### config.mk
export PLATFORM = sky130hd
export DESIGN_NAME = pwm_duty_seq
export DESIGN_NICKNAME = d
export VERILOG_FILES = /design/src/rtl/pwm_pkg.sv /design/src/rtl/pwm_sine_rom.sv /design/src/rtl/pwm_duty_seq.sv
export SDC_FILE = /design/constraint.sdc
export NUM_CORES = 1
export LEC_CHECK = 0
export ABC_AREA = 0
export BUFFER_PORTS_ARGS = -buffer_cell sky130_fd_sc_hd__buf_4
export CAP_MARGIN = 20
export CORE_MARGIN = 8
export CORE_UTILIZATION = 60
export DETAILED_ROUTE_END_ITERATION = 7
export HOLD_SLACK_MARGIN = 0.03
export PLACE_DENSITY = 0.79
export SYNTH_ARGS = -nofsm -noshare
export SYNTH_HDL_FRONTEND = slang
export SYNTH_HIERARCHICAL = 1
export SYNTH_SLANG_ARGS = --single-unit
### constraint.sdc
create_clock -name clk -period 13.5 [get_ports clk]
set_input_delay 0.675 -clock clk [delete_from_list [all_inputs] [get_ports clk]]
set_output_delay 0.675 -clock clk [all_outputs]
set_load 0.02 [all_outputs]
### src/rtl/pwm_pkg.sv
// Shared encodings for the PWM duty sequencer: waveform modes, FSM states, defaults.
package pwm_pkg;

    localparam int unsigned STEPS_DEFAULT = 36;
    localparam int unsigned IDX_W         = 6;

    typedef logic [1:0] state_t;
    localparam state_t ST_IDLE  = 2'd0;
    localparam state_t ST_PRIME = 2'd1;
    localparam state_t ST_RUN   = 2'd2;

    typedef logic [1:0] mode_t;
    localparam mode_t MODE_MID  = 2'b00;
    localparam mode_t MODE_SINE = 2'b01;
    localparam mode_t MODE_TRI  = 2'b10;
    localparam mode_t MODE_USER = 2'b11;

endpackage

### src/rtl/pwm_sine_rom.sv
// Combinational step-index to duty lookup for one sine period of STEPS samples,
// centred on midscale; the table is built at elaboration and padded to 64 entries.
module pwm_sine_rom
    import pwm_pkg::*;
#(
    parameter int unsigned R     = 8,
    parameter int unsigned STEPS = STEPS_DEFAULT
) (
    input  logic [IDX_W-1:0] i_idx,
    output logic [R-1:0]     o_duty_c
);

    localparam real          PI    = 3.14159265358979323846;
    localparam real          FULL  = real'((64'd1 << R) - 64'd1);
    localparam int           MAXV  = int'((64'd1 << R) - 64'd1);
    localparam logic [R-1:0] MID   = {1'b1, {(R-1){1'b0}}};
    localparam int unsigned  DEPTH = 64;

    logic [R-1:0] w_rom [DEPTH];

    // Round half up, then clamp so the top code can never wrap.
    for (genvar k = 0; k < DEPTH; k++) begin : g_rom
        if (k < STEPS) begin : g_val
            localparam real VAL = FULL * (1.0 + $sin(2.0 * PI * real'(k) / real'(STEPS))) / 2.0 + 0.5;
            localparam int  Q   = $rtoi(VAL);
            localparam int  QS  = (Q > MAXV) ? MAXV : ((Q < 0) ? 0 : Q);
            assign w_rom[k] = R'(QS);
        end else begin : g_pad
            assign w_rom[k] = MID;
        end
    end

    assign o_duty_c = w_rom[i_idx];

endmodule

### src/rtl/pwm_duty_seq.sv
// Duty-word sequencer: steps through a waveform table, holding each step for N PWM
// periods, and hands each new duty word to the PWM stage with a one-cycle load pulse.
module pwm_duty_seq
    import pwm_pkg::*;
#(
    parameter int unsigned R     = 8,
    parameter int unsigned N     = 5,
    parameter int unsigned STEPS = STEPS_DEFAULT
) (
    input  logic             clk,
    input  logic             rst_n,
    input  logic             en,
    input  logic             period_end,
    input  logic [1:0]       mode,
    input  logic [R-1:0]     user_duty,
    output logic [R-1:0]     duty,
    output logic             duty_load,
    output logic [IDX_W-1:0] step_idx,
    output logic             cycle_done
);

    localparam logic [R-1:0]     MID      = {1'b1, {(R-1){1'b0}}};
    localparam logic [R-1:0]     FULL     = '1;
    localparam int unsigned      H        = STEPS / 2;
    localparam int unsigned      MW       = R + IDX_W + 1;
    localparam logic [IDX_W-1:0] LAST_IDX = IDX_W'(STEPS - 1);
    localparam logic [IDX_W-1:0] LAST_CNT = IDX_W'(N - 1);

    state_t           r_state, w_state_nxt;
    logic [R-1:0]     r_duty, w_duty_nxt;
    logic             r_load, w_load_nxt;
    logic             r_done, w_done_nxt;
    logic [IDX_W-1:0] r_idx, w_idx_nxt;
    logic [IDX_W-1:0] r_cnt, w_cnt_nxt;

    logic [IDX_W-1:0] w_f_idx;
    logic [R-1:0]     w_sine;
    logic [R-1:0]     w_tri;
    logic [R-1:0]     w_f;
    logic [MW-1:0]    w_tri_num;
    logic [MW-1:0]    w_tri_q;
    logic             w_step;

    // Index the waveform is evaluated at: 0 when priming, the next step when running.
    assign w_f_idx = (r_state == ST_RUN) ?
                     ((r_idx == LAST_IDX) ? '0 : r_idx + IDX_W'(1)) : '0;
    assign w_step  = (r_cnt == LAST_CNT);

    pwm_sine_rom #(
        .R     (R),
        .STEPS (STEPS)
    ) u_sine_rom (
        .i_idx    (w_f_idx),
        .o_duty_c (w_sine)
    );

    // Triangle rises over the first half-cycle and mirrors back down.
    always_comb begin
        if (32'(w_f_idx) <= H) begin
            w_tri_num = MW'(w_f_idx) * MW'(FULL);
        end else begin
            w_tri_num = (MW'(STEPS) - MW'(w_f_idx)) * MW'(FULL);
        end
        w_tri_q = w_tri_num / MW'(H);
        w_tri   = (w_tri_q > MW'(FULL)) ? FULL : R'(w_tri_q);
    end

    always_comb begin
        case (mode)
            MODE_MID:  w_f = MID;
            MODE_SINE: w_f = w_sine;
            MODE_TRI:  w_f = w_tri;
            MODE_USER: w_f = user_duty;
            default:   w_f = MID;
        endcase
    end

    always_comb begin
        w_state_nxt = r_state;
        w_duty_nxt  = r_duty;
        w_load_nxt  = 1'b0;
        w_done_nxt  = 1'b0;
        w_idx_nxt   = r_idx;
        w_cnt_nxt   = r_cnt;
        if (!en) begin
            // Disable overrides any coincident strobe.
            w_state_nxt = ST_IDLE;
            w_duty_nxt  = MID;
            w_idx_nxt   = '0;
            w_cnt_nxt   = '0;
            w_load_nxt  = (r_duty != MID);
        end else begin
            case (r_state)
                ST_IDLE: begin
                    w_state_nxt = ST_PRIME;
                end
                ST_PRIME: begin
                    if (period_end) begin
                        w_state_nxt = ST_RUN;
                        w_duty_nxt  = w_f;
                        w_load_nxt  = 1'b1;
                        w_idx_nxt   = '0;
                        w_cnt_nxt   = '0;
                    end
                end
                ST_RUN: begin
                    if (period_end) begin
                        if (w_step) begin
                            w_cnt_nxt  = '0;
                            w_idx_nxt  = w_f_idx;
                            w_duty_nxt = w_f;
                            w_load_nxt = 1'b1;
                            w_done_nxt = (r_idx == LAST_IDX);
                        end else begin
                            w_cnt_nxt = r_cnt + IDX_W'(1);
                        end
                    end
                end
                default: begin
                    w_state_nxt = ST_IDLE;
                end
            endcase
        end
    end

    always_ff @(posedge clk or negedge rst_n) begin
        if (!rst_n) begin
            r_state <= ST_IDLE;
            r_duty  <= MID;
            r_load  <= 1'b0;
            r_done  <= 1'b0;
            r_idx   <= '0;
            r_cnt   <= '0;
        end else begin
            r_state <= w_state_nxt;
            r_duty  <= w_duty_nxt;
            r_load  <= w_load_nxt;
            r_done  <= w_done_nxt;
            r_idx   <= w_idx_nxt;
            r_cnt   <= w_cnt_nxt;
        end
    end

    assign duty       = r_duty;
    assign duty_load  = r_load;
    assign step_idx   = r_idx;
    assign cycle_done = r_done;

endmodule

After elaboration in Yosys (flattened, before gate mapping) --
Memory sizes are Yosys's and may differ from the RTL's. Index checks and enable logic that the tools add are counted.
Operators by class: add/sub/neg operators 3, multipliers 2, div/mod/pow operators 1, magnitude comparators 3, eq/ne operators 13, muxes and demuxes 33, bitwise gates (word level) 1, reductions and logical operators 5
Operators with widths (number):
- $mux 8 | 7
- $mux 6 | 9
- $pmux 8 s4 | 1
- $pmux 6 s2 | 2
- $pmux 8 s2 | 1
- $div 15x5->15 const B | 1
- $gt 15x8->1 const B | 1
- $mul 7x9->15 const B | 1
- $mux 15 | 1
- $mul 6x8->14 const B | 1
- $add 6x1->6 const B | 2
- $ne 3x3->1 const B | 3
- $mux 1 | 8
- $ne 8x8->1 const B | 1
- $ge 7x7->1 const B | 1
- $not 6->7 | 1
- $sub 6x6->7 const A | 1
- $eq 2x2->1 const B | 3
- $eq 6x3->1 const B | 1
- $eq 6x6->1 const B | 1
- $le 6x5->1 const B | 1
- $pmux 2 s3 | 1
- $eq 2x1->1 const B | 2
- $logic_not 2->1 | 2
- other kinds (7) | 8
Storage, ports and cells: flip-flop bits (word level) 24, memory bits (read-only) 512, bits of input ports 14, output and inout port bits 16, logic and storage cells 68, memories 1
Memories:
- (no name shown) | depth 64, bits a word 8, read ports 1, clocked after Yosys merged registers in 0, wr ports 0, RTL line pwm_sine_rom.sv:33 | assign o_duty_c = w_rom[i_idx];

Longest topological paths before layout --
Gate-level depths: netlist of the first run.
word-level depth 14, mapped depth 48, depth with buffers taken out 41

Hierarchy --
The synthesis of the first run kept the hierarchy.
By module, submodules not included:
- pwm_duty_seq | instances 1, cells each 756, area an instance 5985.7 µm², seq. area each 601.8 µm²
- pwm_sine_rom | instances 1, cells each 83, area an instance 583.1 µm², seq. area each 0.0 µm²

Worst setup path after synthesis of the first run --
No wires, ideal clock.
path kind flip-flop to flip-flop, start reg r_idx[0] (netlist: step_idx[0]), end reg r_duty[0] (netlist: duty[0]), library setup time 124 ps, data arrival time 10363 ps, data required time 13376 ps, slack 3013 ps, cell stages (with the launch flop) 43, buffers on the path 4, period minus slack after synthesis 10487 ps, cell sequence dfrtp_1 ha_1 nand2_1 or4_1 nand3_1 inv_1 ha_1 a21oi_1 mux2i_1 xnor2_1 ha_1 or2_2 ha_1 inv_1 fa_1 fa_1 inv_1 ha_1 [7 not listed] or2_1 buf_4 xnor2_1 or4_1 buf_2 and2_4 buf_6 a22o_1 or4b_1 buf_4 nand3_2 o21ai_2 or4_4 and3_4 maj3_2 mux2_2 mux2i_1 o21ai_1
On the way: longest elaborated chain between the ends 14, elaborated cells on any way between the ends 22, classes of those cells add/sub (2); mul (2); div (1); order compare (2); eq/ne (1); mux (12); bitwise (1); memory (1)
Ends and longest elaborated chain:
- start: declaration | RTL line pwm_duty_seq.sv:33 | logic [IDX_W-1:0] r_idx, w_idx_nxt;
- start signal: assignment | RTL line pwm_duty_seq.sv:139 | r_idx <= w_idx_nxt;
- $add 6x1->6 or $eq 6x6->1 (tied branches) | RTL line pwm_duty_seq.sv:46 | ((r_idx == LAST_IDX) ? '0 : r_idx + IDX_W'(1)) : '0;
- $mux 6 (*) | RTL line pwm_duty_seq.sv:46
- $mux 6 (*) | RTL line pwm_duty_seq.sv:45 | assign w_f_idx = (r_state == ST_RUN) ?
- via w_f_idx[2] | RTL line pwm_duty_seq.sv:36 | logic [IDX_W-1:0] w_f_idx;
- $sub 6x6->7 | RTL line pwm_duty_seq.sv:62 | w_tri_num = (MW'(STEPS) - MW'(w_f_idx)) * MW'(FULL);
- $mul 7x9->15 | RTL line pwm_duty_seq.sv:62
- $mux 15 | RTL line pwm_duty_seq.sv:59 | if (32'(w_f_idx) <= H) begin
- $div 15x5->15 | RTL line pwm_duty_seq.sv:64 | w_tri_q = w_tri_num / MW'(H);
- $gt 15x8->1 | RTL line pwm_duty_seq.sv:65 | w_tri = (w_tri_q > MW'(FULL)) ? FULL : R'(w_tri_q);
- $mux 8 | RTL line pwm_duty_seq.sv:65
- $pmux 8 s4 (*) | RTL line pwm_duty_seq.sv:69 | case (mode)
- $mux 8 | RTL line pwm_duty_seq.sv:108 | if (w_step) begin
- $mux 8 | RTL line pwm_duty_seq.sv:107 | if (period_end) begin
- $pmux 8 s2 (*) | RTL line pwm_duty_seq.sv:93 | case (r_state)
- $mux 8 (*) | RTL line pwm_duty_seq.sv:85 | if (!en) begin
- end signal: assignment | RTL line pwm_duty_seq.sv:136 | r_duty <= w_duty_nxt;
- end: declaration | RTL line pwm_duty_seq.sv:30 | logic [R-1:0] r_duty, w_duty_nxt;
The timed path passes the listed nets; every way through them passes the cells marked *. The select of a mux whose other input is x is not followed. A chain may end at the register's enable or synchronous reset.

Worst setup path after layout of the first run --
Same ends and word-level chain as after synthesis.

==> results of run 1 <==
registers in the layout (all words and copies together), names as in the netlist:
signal / count
step_idx: 6
cycle_done: 1
r_cnt: 6
r_state: 2
duty_load: 1
duty: 8
path summary, 6_finish.rpt:
path,startpoint,depth (start not counted),end,slack [ns]
max,step_idx[0],40,duty[0],1.48
min,rst_n,1,r_state[1],0.29
max reg2reg,step_idx[0],40,duty[0],1.48
min reg2reg,duty[2],2,duty[2],0.53
max in group asynchronous,rst_n,1,duty[7],12.92
min in group clk,duty[2],2,duty[2],0.53
worst reg2reg max path, delay by kind of cell, from the launching register on:
family	cells	cell delay (ns)
XOR/XNOR	3	0.76
AO/OA/AOI/OAI	12	3.50
AND/OR/NAND/NOR	10	2.93
flip-flops	1	0.46
multiplexers	2	0.65
buffers and inverters	5	0.70
adder cells (fa/ha/maj)	8	2.89
cells in the final DEF, fill, tap and decap left out, types with 8 or more instances in the layout:
master	netlist	layout
ha_1	82	82
nand2_1	76	76
inv_1	67	67
nor2_1	60	59
a21oi_1	50	50
o21ai_0	41	41
buf_4	6	34
nand3_1	29	29
fa_1	25	25
xnor2_1	23	23
dfrtp_1	23	23
o211ai_1	21	21
nand2b_1	18	18
nor3_1	14	14
xor2_1	13	13
a21o_1	13	13
and2_1	12	12
a211oi_1	12	12
mux2i_1	11	11
a22oi_1	10	10
or2_2	9	9
o21ai_1	9	9
o21a_1	9	9
mux2_2	8	8
power by group through the flow:
stage | combinational, mW | sequential (mW) | clock (mW)
floorplan | 0.723 | 0.0955 | 0
detailed placement | 0.932 | 0.0897 | 0
global placement | 0.905 | 0.0891 | 0
CTS | 0.939 | 0.0883 | 0.0639
finish | 0.947 | 0.0882 | 0.0636
global route | 1.04 | 0.0898 | 0.0668
metal layers:
layer	wire, um	share of wire (%)	global-route usage (%)	vias up
met5	0	0	0	-
met4	395	2.2	6.87	0
met3	976	5.5	2.42	42
met2	8480	48	40.9	250
met1	7930	45	31.2	3043
li1	-	-	-	3108
synth_stat cells, types with 6 or more instances:
master,number
ha_1,82
nand2_1,76
inv_1,67
nor2_1,60
a21oi_1,50
o21ai_0,41
nand3_1,29
fa_1,25
dfrtp_1,23
xnor2_1,23
o211ai_1,21
nand2b_1,18
nor3_1,14
a21o_1,13
clkbuf_1,13
xor2_1,13
a211oi_1,12
and2_1,12
mux2i_1,11
a22oi_1,10
buf_2,10
o21a_1,9
o21ai_1,9
or2_2,9
mux2_2,8
a31oi_1,7
nor2b_1,7
or3_1,7
a32oi_1,6
buf_4,6
nand4_1,6
o22ai_1,6
or2_1,6
per-stage QoR:
stage	utilization [%]	hold slack [ns]
2_1_floorplan	-	0.379
3_3_place_gp	63.5	0.500
3_5_place_dp	63.5	0.515
4_1_cts	64.1	0.293
5_1_grt	64.1	0.300
6_report	64.1	0.285
logic make-up (layout without fill, tap and decap cells):
logic type	Yosys count	count (layout)	share of synthesized area, %
simple gates	282	282	22.6
compound gates	266	266	29.4
fa+ha+maj	110	110	23.7
buf+inv	100	105	6.59
xor+xnor	37	37	5.05
flops	24	24	9.16
mux	20	20	3.45
layout make-up:
type | count | area, um^2 | area share [%]
Clock buffer | 3 | 41.3 | 0.599
Inverter | 67 | 251 | 3.65
Clock inverter | 1 | 30.0 | 0.436
Timing Repair Buffer | 34 | 255 | 3.70
Sequential cell | 24 | 602 | 8.73
Tap cell | 140 | 175 | 2.54
Multi-Input combinational cell | 715 | 5540 | 80.3
==> results.txt, run 1 <==
Ant diodes: 0
Setup ws final: 1.48 ns
Most frequent CP cell: inv_1
Mapped Nets: 960
Fillers: 945
Initial antenna violation count: 0
Slew HR: 26.6%
Worst path top cell family by delay: compound AO/OA/AOI/OAI gates
Finished Cell Area: 0.00689 mm^2
Pleak: 3.17 nW
CTS sink count: 24
PostCTS Resize Cnt: 0
Combinational power share: 86.2%
Die Span Y: 121 um
Crit-path slowest cell: a21oi_1
DRT iter0 DRCs: 565
Total chip power: 1.10 mW
Vias: 6443
GRT Total Usage: 23.9%
Vias in the first global route: 6144
Crit path max fanout: 28
Slew @ Worst Pin: 1.10 ns
GP Congestion: 0.963
Vias/cell: 6.55
Placement Setup Slack: 1.68 ns
Max Fclk: 0.0832 GHz
RSZ-0062 raised after global routing: false
Switch share: 57.5%
Register area share after synthesis: 9.16%
Final setup viols: 0
Sequential Power Share: 8.0%
Largest cells by area after synthesis: ha_1, dfrtp_1, fa_1
Clk buf depth: 2
DP Cell Count: 980
Clock latency on the worst-skew pair: 0.27 ns
Crit-path max cell delay: 0.85 ns
Max-Cap Viols: 0
Dominant synthesized flop cell: dfrtp_1
Rows: 38
Minimum clock period: 12.02 ns
Syn avg cell area: 7.83 um^2
Die Area: 0.0146 mm^2
Chip width: 121 um
Post-synth ARST share: 100%
Period utilization: 89.0%
Worst-case clock skew: 0.0108 ns
Total negative slack: 0 ns
CTS buffer count: 3
Final hold viol count: 0
Area growth syn-to-layout: 4.91%
CTS tree: yes
Remaining DRCs: 0
Number of library cell types mapped by synthesis: 99
Synth top area share: 15.6%
Total gr overflow: 0
Sw power: 0.632 mW
Port bufs: 29
Fin nets: 966
Synth Warn #: 6
1st-pass router iterations: 6
Post-synth EDFFs: 0
Hold Crit Class: input pin to asynchronous set/reset pin
ANT nets after route: 0
DP Wirelength: 14.3 mm
Starting Density: 61.1%
Hold_buf cts: 0
Clock Pin Slew Worst Setup and Hold Paths: 0.09 ns
Critical path class: register to register
First-pass GRT wire length: 29.6 mm
Largest net degree at the start of global routing: 29
#FFs+latches synth: 24
Crit path required time: 13.65 ns
Slew Limit Fails: 0
WP buf/inv: 5
Total Wirelength: 17.8 mm
Critical path endpoint category: register
Post-CTS Setup Repair Bufs: 0
Post-Syn Area: 0.00657 mm^2
Pwr dens: 159 mW/mm^2
Crit path DAT: 12.17 ns
Top Ports: 30
Synth Instances: 839
Outcome: finished clean
Final Non-Filler Cells: 984
Clk network pwr share: 5.8%
Share of cells above drive strength 1: 10.3%
VDD IR max: 0.144 mV
Root Driver: clkbuf_8
Worst setup SP type: register
Core area: 0.0107 mm^2
Htree depth: 1
Int Pwr: 0.467 mW
Placed cell area: 0.00682 mm^2
WL per Instance: 18.1 um
Yosys top cell by area: ha_1
No activity file was read; power rests on OpenSTA's default activity.
==> inputs of run 2 (changes only) <==
ABC_AREA = 1   (was 0)
==> run 2 against run 1 <==
Compared with the run above:
- die area down 9.7%
- highest routed layer unchanged
- sequential share of layout area is 0.90 points higher
- design area decreased by 9.3%
- synthesized cell count increased by 8.9%
- critical path depth increased by 34
- clock power shrank 2%
- total power down 12%
- routed wire length fell by 26%
- core utilization up 1.0 points
- critical endpoint unchanged
- global-route usage is 3.0 points lower
==> results.txt, run 2 <==
Share of cells above drive strength 1: 11.8%
Placed cell area: 0.00618 mm^2
Fin nets: 1063
Slack of the worst reg-to-reg path: 3.06 ns
Total negative slack: 0 ns
Util after Layout: 65.1%
ANT nets after route: 0
Synth top area share: 17.6%
Vias in the first global route: 5205
Number of library cell types mapped by synthesis: 46
GRT met3 Usage: 1.37%
Total Wirelength: 13.2 mm
Chip width: 115 um
Dominant synthesized flop cell: dfrtp_1
Worst path top cell family by delay: simple AND/OR/NAND/NOR gates
Total gr overflow: 0
Fillers: 933
Crit path required time: 13.71 ns
Ant diodes: 0
Largest net degree at the start of global routing: 25
CTS buffer count: 3
Clock latency on the worst-skew pair: 0.26 ns
Die Area: 0.0131 mm^2
Slew @ Worst Pin: 1.06 ns
Final Non-Filler Cells: 1074
Die Span Y: 115 um
Slew HR: 29.2%
Synth Warn #: 6
Crit path DAT: 10.65 ns
WL per Instance: 12.3 um
Remaining DRCs: 0
Most common cell after layout, fill and taps aside: nand2_1
Critical path endpoint category: register
Crit-path max cell delay: 0.70 ns
Vias: 5545
Commonest non-fill, non-tap cells in the layout: nand2_1, inv_1, ha_1
Rows: 36
Final hold viol count: 0
Final setup viols: 0
Root Driver: clkbuf_8
Hold Slack: 0.293 ns
Synth Instances: 914
Area growth syn-to-layout: 7.05%
Setup ws final: 3.06 ns
CTS sink count: 24
GRT Total Usage: 20.9%
DP Wirelength: 11.3 mm
Htree depth: 1
CP startpoint: step_idx[0]
Post-synth EDFFs: 0
Hold_buf cts: 0
Port bufs: 29
Placement Setup Slack: 3.09 ns
Core area: 0.00959 mm^2
Mapped Nets: 1035
#FFs+latches synth: 24
GP Congestion: 0.949
1st-pass router iterations: 5
Vias/cell: 5.16
Initial antenna violation count: 0
DRT iter0 DRCs: 384
Top Ports: 30
CTS tree: yes
PostCTS Resize Cnt: 0
Max Fclk: 0.0958 GHz
Period utilization: 77.3%
Syn avg cell area: 6.39 um^2
First-pass GRT wire length: 23.1 mm
Post-Syn Area: 0.00584 mm^2
Minimum clock period: 10.44 ns
M1 GR Usage: 26.7%
Critical path class: register to register
Starting Density: 60.9%
Outcome: finished clean
Max-Cap Viols: 0
Top-count cell post-synth: nand2_1
Met2 global-route usage: 38.0%
Crit path max fanout: 12
VDD IR max: 0.165 mV
Worst setup SP type: register
Post-synth ARST share: 100%
Total chip power: 0.962 mW
Clock Pin Slew Worst Setup and Hold Paths: 0.08 ns
Slew Limit Fails: 0
Crit-path slowest cell: nor2_1
Worst-case clock skew: 0.00108 ns
DP Cell Count: 1070
Most frequent CP cell: nand2_1
Register area share after synthesis: 10.3%
Max reg flops: 8
Clk buf depth: 2
Pleak: 3.71 nW
Post-CTS Setup Repair Bufs: 0
WP buf/inv: 10
R2r startpoint: step_idx[0]
RSZ-0062 raised after global routing: false
Yosys top cell by area: ha_1
Hold Crit Class: input pin to asynchronous set/reset pin
Grt peak-use layer: met2
Pwr dens: 154 mW/mm^2
Largest cells by area after synthesis: ha_1, nand2_1, inv_1
Top cells by count, synth: nand2_1, inv_1, ha_1
Finished Cell Area: 0.00625 mm^2
==> run 2: changes by cell type in the layout (fill, tap and decap cells not counted), moves of 18 or more <==
cell / before / now
a21oi_1: 50 / 30
inv_1: 67 / 166
nand2_1: 76 / 272
nand2_2: 0 / 35
nand2b_1: 18 / 0
nand3_1: 29 / 67
o211ai_1: 21 / 0
==> run 2: cells by family (layout without fill, tap and decap cells) <==
| kind of cell | count (synthesis) | count (layout) | synth area share [%] |
|---|---|---|---|
| AOI/OAI and AO/OA | 97 | 97 | 9.47 |
| xor gates and xnor gates | 28 | 28 | 4.46 |
| adders and majority gates | 107 | 107 | 26.1 |
| buffers and inverters | 184 | 211 | 12.3 |
| DFF | 24 | 24 | 10.3 |
| and+or+nand+nor | 474 | 474 | 37.4 |
==> run 2: final timing paths <==
check | to | cells past startpoint
setup reg to reg | duty[0] | 74
setup / recovery | duty[0] | 74
hold reg to reg | duty[7] | 2
hold / removal | r_cnt[3] | 1
min in group clk | duty[7] | 2
max in group asynchronous | duty[7] | 1
==> run 2: worst register-to-register path, delay by kind of cell, from the launching register on <==
| kind | cells | cell delay (ns) |
|---|---|---|
| XOR/XNOR | 3 | 0.71 |
| adder cells (fa/ha/maj) | 7 | 2.60 |
| buffers and inverters | 10 | 0.89 |
| flip-flops | 1 | 0.48 |
| AND/OR/NAND/NOR | 54 | 5.71 |
==> run 2: where the power goes <==
part	internal, mW	total [mW]	switching, mW
combinational	0.300	0.811	0.511
sequential	0.0814	0.0890	0.00758
clock	0.0396	0.0621	0.0225
total	0.421	0.962	0.541
==> run 2: final cells by class <==
class / instances / area (um^2) / share of cell area, %
Clock inverter: 1 / 30.0 / 0.480
Sequential cell: 24 / 602 / 9.63
Clock buffer: 3 / 41.3 / 0.661
Tap cell: 133 / 166 / 2.66
Multi-Input combinational cell: 706 / 4520 / 72.3
Inverter: 177 / 664 / 10.6
Timing Repair Buffer: 30 / 225 / 3.60
==> run 2: layer usage <==
layer / routed length, um / vias to the layer above
li1: - / 2925
met3: 627 / 10
met4: 136 / 0
met1: 6150 / 2492
met5: 0 / -
met2: 6290 / 118
==> inputs of run 3 (changes only) <==
ABC_AREA = 0   (was 1)
clock period = 10.4 ns   (was 13.5 ns; I/O delays follow)
==> run 3 against run 2 <==
Compared with the run above:
- worst setup slack worse by 2.9 ns
- clock skew is 0.0036 ns higher
- register-to-register slack got worse by 2.9 ns
- routed wire length grew 46%
- global-route usage up 4.0 points
- sequential power is 29% higher
- combinational power grew 75%
- critical path type unchanged
- critical endpoint unchanged
- largest cell class unchanged
==> results.txt, run 3 (synthesis results as in run 1) <==
Fin nets: 1015
GRT Total Usage: 25.0%
Critical path endpoint category: register
Slack of the worst reg-to-reg path: 0.14 ns
Minimum clock period: 10.26 ns
Int Pwr: 0.703 mW
CTS sink count: 24
Pwr dens: 209 mW/mm^2
Total gr overflow: 0
Slew Limit Fails: 0
Htree depth: 1
Max reg flops: 8
Initial antenna violation count: 0
Vias/cell: 6.55
Total chip power: 1.60 mW
Crit path max fanout: 6
Final setup viols: 0
FF-to-FF path depth: 40
Worst setup SP type: register
Ant diodes: 0
Remaining DRCs: 0
Hold_buf cts: 0
Slew @ Worst Pin: 0.782 ns
Clk buf depth: 2
DP Wirelength: 14.6 mm
Clk network pwr share: 4.1%
Most frequent CP cell: inv_1
Rows: 38
First-pass GRT wire length: 30.9 mm
Max-Cap Viols: 0
Worst-case clock skew: 0.00464 ns
Root Driver: clkbuf_8
Vias: 6767
Port bufs: 29
Switch share: 56.0%
Worst path top cell family by delay: compound AO/OA/AOI/OAI gates
Max Fclk: 0.0975 GHz
Clock latency on the worst-skew pair: 0.28 ns
Largest net degree at the start of global routing: 31
Commonest non-fill, non-tap cells in the layout: buf_4, ha_1, nand2_1
Critical path class: register to register
Share of cells above drive strength 1: 21.1%
Starting Density: 61.1%
R2r startpoint: step_idx[1]
WP buf/inv: 5
DRT iter0 DRCs: 741
Sequential Power Share: 7.2%
RR Endpoint: duty[0]
WL per Instance: 18.7 um
Die Area: 0.0146 mm^2
Crit path depth: 40
Crit-path slowest cell: or4_4
Crit path required time: 10.57 ns
CP startpoint: step_idx[1]
Top Ports: 30
Most common cell after layout, fill and taps aside: buf_4
CTS buffer count: 3
Area growth syn-to-layout: 16.3%
Core area: 0.0107 mm^2
Combinational power share: 88.7%
Critical Path Sink: duty[0]
Clock Pin Slew Worst Setup and Hold Paths: 0.09 ns
Crit-path max cell delay: 0.58 ns
1st-pass router iterations: 5
Period utilization: 98.6%
Chip width: 121 um
Sw power: 0.896 mW
Slew HR: 46.4%
VDD IR max: 0.292 mV
Vias in the first global route: 6446
Util after Layout: 71.1%
Crit path DAT: 10.42 ns
Pleak: 3.51 nW
Hold Crit Class: input pin to asynchronous set/reset pin
GP Congestion: 0.994
Outcome: finished clean
CTS tree: yes
Final hold viol count: 0
ANT nets after route: 0
Total Wirelength: 19.3 mm
Die Span Y: 121 um
run 3: changes by cell type in the layout (fill, tap and decap cells not counted), sizes merged, moves of 14 or more:
cell,delta
nand3,-43
inv,-107
o211ai,+20
nand2b,+18
xnor2,+15
buf,+53
a21oi,+20
nand4,-14
nand2,-236
run 3: final cells by class:
type	count	area, um^2
multi-input cells	715	5930
fillers	862	3110
repair buffers	83	628
flip-flops and latches	24	602
inverters	67	251
well taps	140	175
clock buffers	4	55.1
run 3: worst register-to-register path, delay by kind of cell, from the launching register on:
family,cells,cell delay [ns]
compound gates,13,3.41
xor+xnor,2,0.37
fa+ha+maj,8,2.56
buf+inv,5,0.30
flops,1,0.44
mux,3,0.77
simple gates,9,2.30
run 3: per-stage QoR:
stage	cell area [um^2]	hold WS (ns)	std cells	TNS [ns]	setup WS (ns)
after floorplan	6590	0.224	839	0	0.111
after global placement	7030	0.434	1006	0	0.0123
after detailed placement	7030	0.440	1006	-0.416	-0.248
after CTS	7140	0.141	1010	0	0.00678
after global routing	7640	0.154	1033	-0.290	-0.167
final	7640	0.130	1033	0	0.144
run 3: worst min path at each step:
stage	startpoint	to	slack, ns	depth (start not counted)
floorplan	rst_n	cycle_done	0.22	0
global placement	rst_n	step_idx[4]	0.43	1
detailed placement	rst_n	step_idx[2]	0.44	1
CTS	rst_n	step_idx[5]	0.14	1
global route	rst_n	step_idx[5]	0.15	1
finish	rst_n	step_idx[5]	0.13	1
run 3: power groups by stage:
stage	clock network (mW)	logic [mW]	registers, mW
finish	0.0658	1.42	0.115
global route	0.0675	1.56	0.116
CTS	0.0655	1.27	0.114
detailed placement	0	1.26	0.116
global placement	0	1.23	0.115
floorplan	0	0.940	0.124
run 3: what timing repair did:
action | CTS | global route
pin swaps | 0 | 32
gates resized for setup | 10 | 61
endpoints found under the setup margin | 2 | 4
gates cloned | 0 | 0
setup buffers | 0 | 23
run 3: per-layer routing:
| layer | vias up | global-route usage, % | share of wire, % |
|---|---|---|---|
| li1 | 3204 | - | - |
| met1 | 3175 | 31.5 | 42 |
| met2 | 323 | 43.8 | 49 |
| met3 | 65 | 1.77 | 6.1 |
| met4 | 0 | 8.90 | 3.5 |
| met5 | - | 0 | 0 |
